--- config.mk ---
export PLATFORM = sky130hd
export DESIGN_NAME = alu_seq
export DESIGN_NICKNAME = d
export VERILOG_FILES = /design/src/rtl/alu_seq.sv
export SDC_FILE = /design/constraint.sdc
export NUM_CORES = 1
export LEC_CHECK = 0
export CAP_MARGIN = 0
export CORE_MARGIN = 8
export CORE_UTILIZATION = 50
export CTS_BUF_LIST = sky130_fd_sc_hd__clkbuf_8
export CTS_CLUSTER_DIAMETER = 30
export DETAILED_ROUTE_END_ITERATION = 8
export PLACE_DENSITY = 0.83
export SYNTH_ARGS = -nofsm -noshare
export SYNTH_HDL_FRONTEND = slang
export SYNTH_SLANG_ARGS = --single-unit
--- constraint.sdc ---
create_clock -name clk -period 10.8 [get_ports clk]
set_input_delay 1.62 -clock clk [delete_from_list [all_inputs] [get_ports clk]]
set_output_delay 1.62 -clock clk [all_outputs]
set_load 0.01 [all_outputs]
--- src/rtl/alu_seq.sv ---
// Registered ALU with valid/ready handshakes on both sides.
// Variable shifts (ops 8/9) iterate one bit per cycle in BUSY.
module alu_seq #(
  parameter int WIDTH = 32,
  parameter int SW    = $clog2(WIDTH)
) (
  input  logic             clk,
  input  logic             rst,
  input  logic             in_valid,
  output logic             in_ready,
  input  logic [WIDTH-1:0] a,
  input  logic [WIDTH-1:0] b,
  input  logic [3:0]       op,
  output logic             out_valid,
  input  logic             out_ready,
  output logic [WIDTH-1:0] result,
  output logic             flag_z,
  output logic             flag_n,
  output logic             flag_c,
  output logic             flag_v
);

  typedef enum logic [1:0] {IDLE, BUSY, DONE} state_t;
  typedef struct packed {
    logic [WIDTH-1:0] res;
    logic             z, n, c, v;
  } rsp_t;

  state_t           state, state_nxt;
  rsp_t             rsp, rsp_c;
  logic [WIDTH-1:0] acc, acc_nxt, r;
  logic [WIDTH:0]   sum, dif;
  logic [SW-1:0]    cnt, amt;
  logic             dir, shout, shift_op, live_op;

  assign amt      = b[SW-1:0];
  assign shift_op = (op == 4'd8) || (op == 4'd9);
  assign live_op  = (op < 4'd12);

  // single-cycle result; shift ops land here only when the amount is 0
  always_comb begin
    sum   = {1'b0, a} + {1'b0, b};
    dif   = {1'b0, a} - {1'b0, b};
    r     = '0;
    rsp_c = '0;
    case (op)
      4'd1: begin
        r       = sum[WIDTH-1:0];
        rsp_c.c = sum[WIDTH];
        rsp_c.v = (a[WIDTH-1] == b[WIDTH-1]) && (r[WIDTH-1] != a[WIDTH-1]);
      end
      4'd2: begin
        r       = dif[WIDTH-1:0];
        rsp_c.c = dif[WIDTH];
        rsp_c.v = (a[WIDTH-1] != b[WIDTH-1]) && (r[WIDTH-1] != a[WIDTH-1]);
      end
      4'd3: begin
        r       = {a[WIDTH-2:0], 1'b0};
        rsp_c.c = a[WIDTH-1];
      end
      4'd4: begin
        r       = {1'b0, a[WIDTH-1:1]};
        rsp_c.c = a[0];
      end
      4'd5:       r = a & b;
      4'd6:       r = a | b;
      4'd7:       r = a ^ b;
      4'd8, 4'd9: r = a;
      4'd10:      r = {{(WIDTH-1){1'b0}}, ($signed(a) < $signed(b))};
      4'd11:      r = {{(WIDTH-1){1'b0}}, (a < b)};
      default:    r = '0;
    endcase
    rsp_c.res = r;
    rsp_c.z   = live_op && (r == '0);
    rsp_c.n   = live_op && r[WIDTH-1];
  end

  // dir=1 shifts right
  assign acc_nxt = dir ? {1'b0, acc[WIDTH-1:1]} : {acc[WIDTH-2:0], 1'b0};
  assign shout   = dir ? acc[0] : acc[WIDTH-1];

  always_ff @(posedge clk) begin
    if (rst) state <= IDLE;
    else     state <= state_nxt;
  end

  always_comb begin
    state_nxt = state;
    case (state)
      IDLE: if (in_valid) state_nxt = (shift_op && amt != '0) ? BUSY : DONE;
      BUSY: if (cnt == SW'(1)) state_nxt = DONE;
      DONE: if (out_ready) state_nxt = IDLE;
      default: state_nxt = IDLE;
    endcase
  end

  always_comb begin
    in_ready  = (state == IDLE);
    out_valid = (state == DONE);
  end

  always_ff @(posedge clk) begin
    if (rst) begin
      rsp <= '0;
      acc <= '0;
      cnt <= '0;
      dir <= 1'b0;
    end else begin
      case (state)
        IDLE: if (in_valid) begin
          if (shift_op && amt != '0) begin
            acc   <= a;
            cnt   <= amt;
            dir   <= op[0];
            rsp.c <= 1'b0;
            rsp.v <= 1'b0;
          end else begin
            rsp <= rsp_c;
          end
        end
        BUSY: begin
          acc   <= acc_nxt;
          cnt   <= cnt - SW'(1);
          rsp.c <= shout;
          if (cnt == SW'(1)) begin
            rsp.res <= acc_nxt;
            rsp.z   <= (acc_nxt == '0);
            rsp.n   <= acc_nxt[WIDTH-1];
          end
        end
        default: ;
      endcase
    end
  end

  assign result = rsp.res;
  assign flag_z = rsp.z;
  assign flag_n = rsp.n;
  assign flag_c = rsp.c;
  assign flag_v = rsp.v;

endmodule

; Yosys cells after proc, flatten, opt, wreduce, memory -nomap -nowiden
; Index checks and enable logic that the tools add are counted.
[word_totals]
ff_bits = 76
in_bits = 72
output_inout_bits = 38
wordCells = 80
[classes]
add_sub_neg = 3
n_lt_le_gt_ge = 3
eq_ne = 23
mux = 21
bitwise = 3
n_reduce_logical = 18
[op_table]
columns = op, n
row1 = 32-bit case mux with 10 select lines, 1
row2 = 32-bit 2-to-1 mux, 3
row3 = 35-bit case mux with 2 select lines, 1
row4 = 34-bit 2-to-1 mux, 2
row5 = 32-bit zero test, 2
row6 = 32-bit less-than comparator, 2
row7 = 32-bit case mux with 2 select lines, 1
row8 = 36-bit 2-to-1 mux, 1
row9 = 32-bit by 32-bit adder with 33-bit output, 1
row10 = 32-bit by 32-bit subtractor with 33-bit output, 1
row11 = 32-bit AND, 1
row12 = 32-bit OR, 1
row13 = 32-bit bitwise XOR, 1
row14 = "4-bit by 3-bit equality test with 1-bit output, second input constant", 4
row15 = "4-bit equality test, second input constant", 4
row16 = 2-bit 2-to-1 mux, 5
row17 = 5-bit 2-to-1 mux, 2
row18 = 5-bit case mux with 2 select lines, 1
row19 = 3-bit AND reduction, 3
row20 = "4-bit by 2-bit equality test with 1-bit output, second input constant", 2
row21 = "2-bit != test, second input constant", 3
row22 = 2-bit case mux with 3 select lines, 1
row23 = "5-bit by 1-bit equality test with 1-bit output, second input constant", 1
row24 = 1-bit logical AND, 5
row25 = other kinds (18), 22

; Depth between registers and ports, before layout
; Gate-level depths: netlist of run 1.
[depth]
ltp_word = 8
depth_mapped = 15
mapped_depth_nobuf = 15

; Worst setup path after synthesis of run 1
; OpenSTA, ideal clock, no wires.
[synth_timing]
kind = input-to-reg
from = in a[0]
to = reg rsp (netlist bit flag_z)
setup_time_ns = 0.088
t_arrival_ns = 4.408
t_required_ns = 10.712
path_slack_ns = 6.304
stages = 15
n_path_buf = 0
path_cell_list = inv_1 ha_1 inv_1 fa_1 nor2b_1 o21ai_1 a211oi_4 o211ai_1 nand3b_1 a21oi_1 o211a_1 a21boi_0 o22ai_1 or3_1 o32ai_2
[synth_between]
elab_chain_len = 7
elab_cells_between_ends = 13
cone_classes = add/sub (2) / order compare (2) / mux (4) / bitwise (3) / reduce/logical (2)
[synth_rtl]
columns = item, line
row1 = from (decl), 11  ; input logic [WIDTH-1:0] a,
row2 = 32-bit by 32-bit subtractor with 33-bit output (tied with other cells), 43  ; dif = {1'b0, a} - {1'b0, b};
row3 = 32-bit case mux with 10 select lines (*), 46  ; case (op)
row4 = 32-bit zero test (*), 74  ; rsp_c.z = live_op && (r == '0);
row5 = 1-bit logical AND (*), 74
row6 = 34-bit 2-to-1 mux (*), 111  ; if (shift_op && amt != '0) begin
row7 = 36-bit 2-to-1 mux (*), 110  ; IDLE: if (in_valid) begin
row8 = 35-bit case mux with 2 select lines (*), 109  ; case (state)
row9 = to (signal assigned), 118  ; rsp <= rsp_c;
row10 = to (decl), 30  ; rsp_t rsp, rsp_c;
; Mark *: on every way between the ends. The rest lies on a longest branch, timed or not. The select of a mux whose other input is x is not followed.
; A chain may end at the register's enable or synchronous reset.

; Worst setup path after layout of run 1
[layout_timing]
from = in b[0]
to = reg rsp (netlist bit flag_z)
[layout_between]
elab_chain_len = 7
elab_cells_between_ends = 17
cone_classes = add/sub (2) / order compare (2) / eq/ne (1) / mux (4) / bitwise (3) / reduce/logical (5)
[layout_rtl]
columns = item, line
row1 = from (decl), 12  ; input logic [WIDTH-1:0] b,
row2 = 32-bit by 32-bit subtractor with 33-bit output (tied with other cells), 43
row3 = 32-bit case mux with 10 select lines, 46
row4 = 32-bit zero test, 74
row5 = 1-bit logical AND, 74
row6 = 34-bit 2-to-1 mux, 111
row7 = 36-bit 2-to-1 mux, 110
row8 = 35-bit case mux with 2 select lines, 109
; Several ways; a longest one is shown, not always the timed one. The select of a mux whose other input is x is not followed.

==> qor.txt, run 1 <==
final hold vios = 0
status = finished clean
Max transition margin = 6.441%
number of flops mapped to enable cells by yosys = 0
layout cell share with drive strength beyond 1 = 5.371%
sequential area share after synthesis = 14.73%
fmax = 170.5 MHz
Setup TNS = 0 ps
Final nets = 1676
R2R setup slack = 5890 ps
largest cells by area after synthesis = dfxtp_1, ha_1, a21oi_1
element type at the critical path start = primary input
CTS tree = yes
commonest non-fill, non-tap cells in the layout = nor2_1, a21oi_1, clkdlybuf4s50_1
DP HPWL = 32.12 mm
final wirelength = 42.69 mm
Via Count = 12240
Die H = 159.7 um
ANT nets after route = 0
Clock Latency Late Sink = 360 ps
CTS root buffer = clkbuf_8
Worst R2R Path Depth = 10
Post-CTS Setup Repair Bufs = 0
crit path max fanout = 6
grt ovf = 0
Worst Skew = 13.48 ps
max-cap violation count = 0
Syn-to-layout area delta = 12.48%
cell area after synthesis = 10330 um^2
GRT Total Usage = 31.67%
Post-synth ARST share = 0%
Yosys top cell area share = 14.73%
critical path endpoint category = register
reg2reg start = state[1]
period utilization = 54.32%
DRC viols = 0
initial core utilization = 51.05%
Antenna Cells = 0
TritonCTS buffer count = 9
reg2reg end = flag_z
Gate Count Post-Synth = 1480
core area = 20230 um^2
worst setup margin = 4934 ps
Placer Congestion = 1.087
initial antenna violation count = 1
Max VDD drop = 53.79 uV
Via density = 6.884
final hold slack = 461.3 ps
number of DRC markers in iteration 0 = 1818
setup slack at placement = 4712 ps
P_leak = 0.004585 uW
final setup vio count = 0
hold-fix buffer count after cts = 0
Slew Viols, Final = 0
First-pass DRT Iterations = 6
post-synth cell types = 95
HP Class = reg2reg
wire length per cell = 24.01 um
area of the die = 25520 um^2
Post-Syn Area per Cell = 6.980 um^2
IO Count = 110
PD cells = 91.24 nW/um^2
Buffers on Ports = 109
CTS H-tree lvls = 3
Hold Path Stages = 2
Top FF cell, synth = dfxtp_1
cell taking the most area after synthesis = dfxtp_1
critical path required time = 11070 ps
vias in the first global route = 11430
number of synthesized register bits = 76
CP Class = in2reg
Slew @ Worst Pin = 1399 ps
CTS Sinks = 76
Post-Syn Nets = 1652
Worst-path clk slew = 90 ps
YS warnings = 0
CP arrival = 6140 ps
unrepaired setup endpoints after global routing = false
commonest non-fill, non-tap cell in the layout = nor2_1
first-pass GRT wire length = 65.74 mm
clk buf depth = 2
Rows = 52
Resized Gates After CTS = 0
largest net degree at the start of global routing = 78
Die X = 159.7 um
Tmin final = 5866 ps
Hold Startpoint = result[9]
hold path endpoint = result[9]
layout make-up:
| cell class | instances | area [um^2] |
|---|---|---|
| Fill cell | 1931 | 8616 |
| Clock buffer | 10 | 137.6 |
| Clock inverter | 5 | 60.06 |
| Tap cell | 270 | 337.8 |
| Inverter | 105 | 394.1 |
| Timing Repair Buffer | 123 | 1191 |
| Multi-Input combinational cell | 1189 | 7975 |
| Sequential cell | 76 | 1523 |
cells in the mapped netlist (6+ instances only):
cell and n:
a22oi_1 11, nand4_1 20, o31a_1 6, nor2b_1 16, nand2b_1 11, nor3b_1 7, nand3_1 25, nor4_1 17
mux2_2 9, and3_1 7, a221oi_1 8, nand2_1 99, a221o_1 11, nand4b_1 6, a211oi_1 44, or3_1 6
inv_1 103, o221ai_1 10, o31ai_1 15, a2bb2oi_1 7, a21oi_1 158, ha_1 98, a21o_1 19, a222oi_1 12
buf_2 24, a31oi_1 16, mux2i_1 42, o211ai_1 24, o21a_1 8, a211o_1 7, xnor2_1 6, o21ai_1 6
buf_4 6, dfxtp_1 76, nor3_1 53, clkbuf_1 72, nor2_1 200, o22ai_1 16, a311oi_1 7, o21ai_0 71
layer usage:
metal  share of wire [%]  GRT usage, %
met1                  41         42.66
met2                  43         47.60
met3                  13         8.329
met4                 3.3         11.49
met5               0.023             0
sequential cells by signal (all words and copies together) (netlist names), 2 cells and up:
| register | flops |
|---|---|
| acc | 32 |
| result | 32 |
| cnt | 5 |
| state | 2 |
through the flow:
| step | instance area, um^2 | power [uW] | util, % | std cells |
|---|---|---|---|---|
| 4_1_cts | 11620 | 1039 | 57.42 | 1778 |
| 2_1_floorplan | 10330 | 638.0 | - | 1480 |
| 3_5_place_dp | 11420 | 820.3 | 56.44 | 1763 |
| 3_3_place_gp | 11420 | 819.0 | 56.44 | 1763 |
| 5_1_grt | 11620 | 1103 | 57.42 | 1778 |
| 6_report | 11620 | 1060 | 57.42 | 1778 |
logic make-up (layout without fill, tap and decap cells):
| logic type | count (synthesis) | after routing | synth area share [%] |
|---|---|---|---|
| AOI/OAI and AO/OA | 521 | 521 | 34.58 |
| and+or+nand+nor | 510 | 510 | 23.97 |
| buffers and inverters | 215 | 243 | 8.685 |
| adders and majority gates | 100 | 100 | 12.26 |
| DFF | 76 | 76 | 14.73 |
| muxes | 52 | 52 | 5.269 |
| xor gates and xnor gates | 6 | 6 | 0.5087 |
worst max-delay path: stages:
cell and delay [ps]:
clkdlybuf4s50_1 620, ha_1 230, inv_1 60, fa_1 410, nor2b_1 180, o21ai_1 570, a211oi_1 190, nor3_2 370
o31ai_1 200, mux2_2 310, a211oi_1 480, nand4_1 240, nor4_1 270, nand4b_1 160, o32ai_2 230
power breakdown:
| part | internal, uW | switching [uW] | leakage (uW) |
|---|---|---|---|
| Clock | 113 | 111 | 0.0000987 |
| Sequential | 298 | 14.1 | 0.000621 |
| Combinational | 191 | 333 | 0.00387 |
worst max-delay path by stage:
| stage | start | end |
|---|---|---|
| 6_report | b[0] | flag_z |
| 5_1_grt | a[5] | flag_z |
| 4_1_cts | a[5] | flag_z |
| 3_5_place_dp | a[5] | flag_z |
| 3_3_place_gp | a[9] | result[28] |
| 2_1_floorplan | a[0] | flag_z |
No activity file was read; power rests on OpenSTA's default activity.
==> inputs of run 2 (changes only) <==
Settings changed: PLACE_DENSITY 0.83 to 0.86.
Clock period 10.8 ns to 4.95 ns, I/O delays scaled along.
==> qor.txt, run 2 (synthesized netlist as in run 1, its figures left out) <==
status = finished clean
IO Count = 110 (unchanged)
Final nets = 1807 (+7.8%)
worst setup margin = 279.0 ps (-4655 ps)
share of power burned in registers = 26.8% (-2.7 points)
delay-heaviest family, CP = compound AO/OA/AOI/OAI gates
number of DRC markers in iteration 0 = 1879 (+3.4%)
First-pass DRT Iterations = 9 (+3)
Rows = 52 (unchanged)
DP HPWL = 34.65 mm (+7.9%)
Clock Latency Late Sink = 370 ps (about the same)
worst-path cell chain = clkdlybuf4s50_1 > ha_1 > fa_1 > a21o_1 > a221oi_2 > o21ai_0 > a211oi_1 > o21bai_1 > a211oi_1 > a21oi_1 > o21ai_0 > a211oi_1 > nor3_1
largest net degree at the start of global routing = 77 (-1.3%)
commonest non-fill, non-tap cell in the layout = nor2_1
Tmin final = 4671 ps
element type at the critical path start = primary input
CTS tree = yes
vias in the first global route = 12380 (+8.3%)
GRT Total Usage = 33.14% (+1.5 points)
Worst R2R Path Depth = 10 (unchanged)
wire length per cell = 23.22 um (-3.3%)
layout cell share with drive strength beyond 1 = 12.93% (+7.6 points)
final hold vios = 0 (unchanged)
unrepaired setup endpoints after global routing = false
CP max-delay cell = a211oi_1
Max transition margin = 24.73% (+18 points)
Critical Path Most Common Cell = a211oi_1
Slew Viols, Final = 0 (unchanged)
Post-CTS Setup Repair Bufs = 0 (unchanged)
multi-input logic area = 7975 um^2 (unchanged)
R2R setup slack = 1680 ps (-4210 ps)
final wirelength = 44.34 mm (+3.9%)
Max VDD drop = 127.4 uV (+140%)
max-cap violation count = 0 (unchanged)
switching pwr = 1043 uW (+130%)
fillers = 1861 (-3.6%)
crit path max fanout = 6 (unchanged)
CTS Sinks = 76 (unchanged)
Slew @ Worst Pin = 1129 ps (-269.9 ps)
Buffers on Ports = 109 (unchanged)
Setup TNS = 0 ps (unchanged)
CP Class = in2reg
ANT nets after route = 0 (unchanged)
Switching Share = 40.93% (-2.3 points)
commonest non-fill, non-tap cells in the layout = nor2_1, a21oi_1, buf_4
CP arrival = 4960 ps (-1180 ps)
Via density = 6.765 (-1.7%)
HP Class = reg2reg
initial core utilization = 51.05% (unchanged)
clk buf depth = 2 (unchanged)
FF/Latch Area = 1521 um^2 (about the same)
reg2reg end = flag_z
fmax = 214.1 MHz
Syn-to-layout area delta = 22.95%
critical path required time = 5240 ps (-5830 ps)
PD cells = 200.6 nW/um^2 (+120%)
hold path endpoint = result[9]
Via Count = 12920 (+5.6%)
Hold Path Stages = 2 (unchanged)
Resized Gates After CTS = 0 (unchanged)
TritonCTS buffer count = 9 (unchanged)
initial antenna violation count = 0 (-1)
Die X = 159.7 um (unchanged)
area of the die = 25520 um^2 (unchanged)
CP Depth = 13 (-2)
Worst path max stage delay = 560 ps (-60 ps)
critical path endpoint category = register
period utilization = 94.36%
Antenna Cells = 0 (unchanged)
Worst Path Buf+Inv = 1 (-1)
internal power = 1505 uW (+150%)
P_leak = 0.005247 uW (+14%)
CTS H-tree lvls = 3 (unchanged)
Worst-path clk slew = 90 ps (about the same)
Die H = 159.7 um (unchanged)
Placer Congestion = 1.045 (-3.9%)
core area = 20230 um^2 (unchanged)
Hold Startpoint = result[9]
setup slack at placement = 66.46 ps (-4646 ps)
final setup vio count = 0 (unchanged)
final core utilization = 62.77% (+5.3 points)
Clock Power Share = 23.4% (+2.3 points)
DRC viols = 0 (unchanged)
combinational share of power = 49.9% (+0.5 points)
grt ovf = 0 (unchanged)
Worst Skew = 12.04 ps (-1.441 ps)
hold-fix buffer count after cts = 0 (unchanged)
reg2reg start = state[1]
first-pass GRT wire length = 68.99 mm (+4.9%)
CTS root buffer = clkbuf_8
## run 2: cell types whose count changed in the layout (fill, tap and decap cells not counted), sizes merged
cell	change
bufinv	+2
buf	+131
clkbuf	-1
## run 2: how the worst max path moves through the flow
stage                       endpoint  slack, ps  start
final                     result[28]        280   b[0]
after global routing      result[28]        100   b[0]
after CTS                     flag_z        410   a[0]
after detailed placement      flag_z         70   a[0]
after global placement    result[28]        220   a[0]
after floorplan               flag_z       1330   a[0]
## run 2: metrics by stage
step,power (uW),hold slack (ps),instances,area (um^2)
floorplan,1392,442.1,1480,10330
global placement,1905,444.7,1894,12450
detailed placement,1916,446.5,1894,12450
CTS,2503,471.3,1910,12700
global route,2652,496.9,1910,12700
finish,2548,477.6,1910,12700
## run 2: layout make-up
class / count / area share [%]
clock buffers: 9 / 0.9753
multi-input cells: 1189 / 62.79
well taps: 270 / 2.660
repair buffers: 254 / 17.52
inverters: 105 / 3.103
flip-flops and latches: 76 / 11.98
clock inverters: 7 / 0.9753
## run 2: power by group through the flow
stage	combinational [uW]	clock [uW]	sequential [uW]
global route	1350	618	686
floorplan	694	0	698
CTS	1230	593	681
finish	1270	595	682
global placement	1210	0	692
detailed placement	1220	0	694
## run 2: routing by layer
layer,share of wire [%],track usage [%],vias to the layer above
li1,-,-,5774
met1,40,43.67,6033
met2,43,51.49,928
met3,12,6.838,187
met4,4.4,14.07,0
met5,0,0,-
## run 2: tightest hold or removal path, stage by stage, from the launching register on
cell and delay [ps]:
dfxtp_1 330, nand2_1 60, a21oi_1 50
==> patch (flow settings as in run 1) <==
Encoding of `state_t`: now one-hot (3 bits for 3 states).
--- a/src/rtl/alu_seq.sv
+++ b/src/rtl/alu_seq.sv
@@ -20,7 +20,7 @@
   output logic             flag_v
 );
 
-  typedef enum logic [1:0] {IDLE, BUSY, DONE} state_t;
+  typedef enum logic [2:0] {IDLE = 3'b001, BUSY = 3'b010, DONE = 3'b100} state_t;
   typedef struct packed {
     logic [WIDTH-1:0] res;
     logic             z, n, c, v;
Formal check against the unedited RTL: no difference found for any inputs over 4 cycles, from zero or initial values and one cycle with rst high; so few cycles prove little.
==> patch against run 1 <==
- setup slack got worse by 0.058 ns
- wire length increased by 3.8%
- power is 0.93% lower
- area after synthesis increased by 1.3%
- sequential cell count rose by 1
- sequential share of layout area about the same
- count of clock-buffer cells in the layout grew 3
- final area up 1.6%
- clock skew is 0.0041 ns higher
- critical path type unchanged
- critical endpoint unchanged
==> patch: results (changes against run 1) <==
Hold endpoint: result[4]$_SDFFE_PP0P_
Synth cell types: 93 (-2.1%)
R2R setup slack: 6.69 ns (+0.80 ns)
Largest net degree at the start of global routing: 79 (+1.3%)
Switch Pwr: 0.449 mW (-1.9%)
Hold Crit Start: result[4]$_SDFFE_PP0P_
Synth async-reset ratio: 0% (unchanged)
Maximum net fanout on the critical path: 12 (+6)
Worst-path clk slew: 0.09 ns (about the same)
Routed WL: 44,300 um (+3.8%)
Ys Warns: 0 (unchanged)
Seq/Total Area, Yosys: 14.7% (about the same)
Critical Path Start: a[5]
Reg2Reg Depth: 11 (+1)
Total track usage: 32.8% (+1.1 points)
Wire length on met2: 19,200 um (+4.8%)
R2R Path End: flag_z$_SDFFE_PP0P_
Worst hold slack: 0.457 ns (-0.00391 ns)
WP data required: 11.06 ns (about the same)
Clk_lat worst skew: 0.36 ns (about the same)
Met3 wire length: 5170 um (-5.4%)
First-pass GRT wire length: 67,900 um (+3.2%)
First-pass DRT Iterations: 7 (+1)
Cell count after synthesis: 1,481 (+0.068%)
Met1 WL: 18,100 um (+3.1%)
RePlAce Congestion: 1.09 (+0.34%)
Post-Place Cells: 1,772 (+0.51%)
Peak supply drop: 0.0000550 V (+2.3%)
Placed instance area: 0.0116 mm^2 (+1.6%)
Outcome: finished, final reports clean
Leakage: 4.55 nW (-0.75%)
H-tree Lvls: 3 (unchanged)
Proportion of layout cells with a drive suffix above 1: 6.68% (+1.3 points)
Antenna cells: 0 (unchanged)
Post-synth top cells: nor2_1 (166), a21oi_1 (139), nand2_1 (124)
Worst Tran Pin Value: 1.33 ns (-0.0707 ns)
DR vias: 12,400 (+1.1%)
Vias in the first global route: 11,700 (+2.0%)
Syn_nets: 1,653 (+0.061%)
Final clock skew: 0.0176 ns (+0.00411 ns)
1st-iter DRT viols: 1,749 (-3.8%)
Setup bufs post-CTS: 0 (unchanged)
Clock Path Buffers: 2 (unchanged)
Dominant cells by area after synthesis: dfxtp_1 (15%), ha_1 (12%), a21oi_1 (6.6%)
Number of vias per cell: 6.92 (+0.50%)
Post-detail-place hpwl: 33,400 um (+4.1%)
patch: per-stage QoR:
step | utilization (%) | worst slack, ns
global route | 56.9 | 4.77
detailed placement | 55.9 | 4.75
global placement | 55.9 | 4.78
floorplan | - | 6.36
finish | 56.9 | 4.88
CTS | 56.9 | 5.11
patch: cells by family (layout without fill, tap and decap cells):
logic type / after synthesis / after routing / share of synthesized area (%)
compound gates: 520 / 520 / 34.9
xor+xnor: 6 / 6 / 0.502
fa+ha+maj: 100 / 100 / 12.1
buf+inv: 217 / 249 / 8.44
flops: 77 / 77 / 14.7
mux: 46 / 46 / 4.90
simple gates: 515 / 515 / 24.4
patch: power groups by stage:
stage / sequential, mW / combinational [mW] / clock (mW)
floorplan: 0.323 / 0.311 / 0
global placement: 0.320 / 0.501 / 0
detailed placement: 0.321 / 0.501 / 0
CTS: 0.314 / 0.504 / 0.214
global route: 0.316 / 0.555 / 0.225
finish: 0.314 / 0.522 / 0.214
patch: final cells by class:
class | count | area, um^2
Fill cell | 2021 | 8950
Multi-Input combinational cell | 1187 | 8100
Inverter | 104 | 390
Timing Repair Buffer | 129 | 1230
Sequential cell | 77 | 1540
Clock buffer | 13 | 179
Clock inverter | 3 | 18.8
Tap cell | 275 | 344
patch: worst max-delay path: stages:
cell and delay (ns):
clkdlybuf4s50_1 0.63, inv_1 0.16, ha_1 0.63, and2b_1 0.25, nor3_2 0.35, a21oi_1 0.24, nor2_1 0.38, a211oi_1 0.17
o21a_1 0.21, o41ai_1 0.83, and4_1 0.29, nand4_1 0.13, o32ai_2 0.28
patch: per-layer routing:
layer / GRT usage [%] / up-vias
met5: 0 / -
li1: - / 5563
met1: 44.3 / 5844
met4: 13.0 / 2
met3: 6.60 / 151
met2: 50.2 / 809
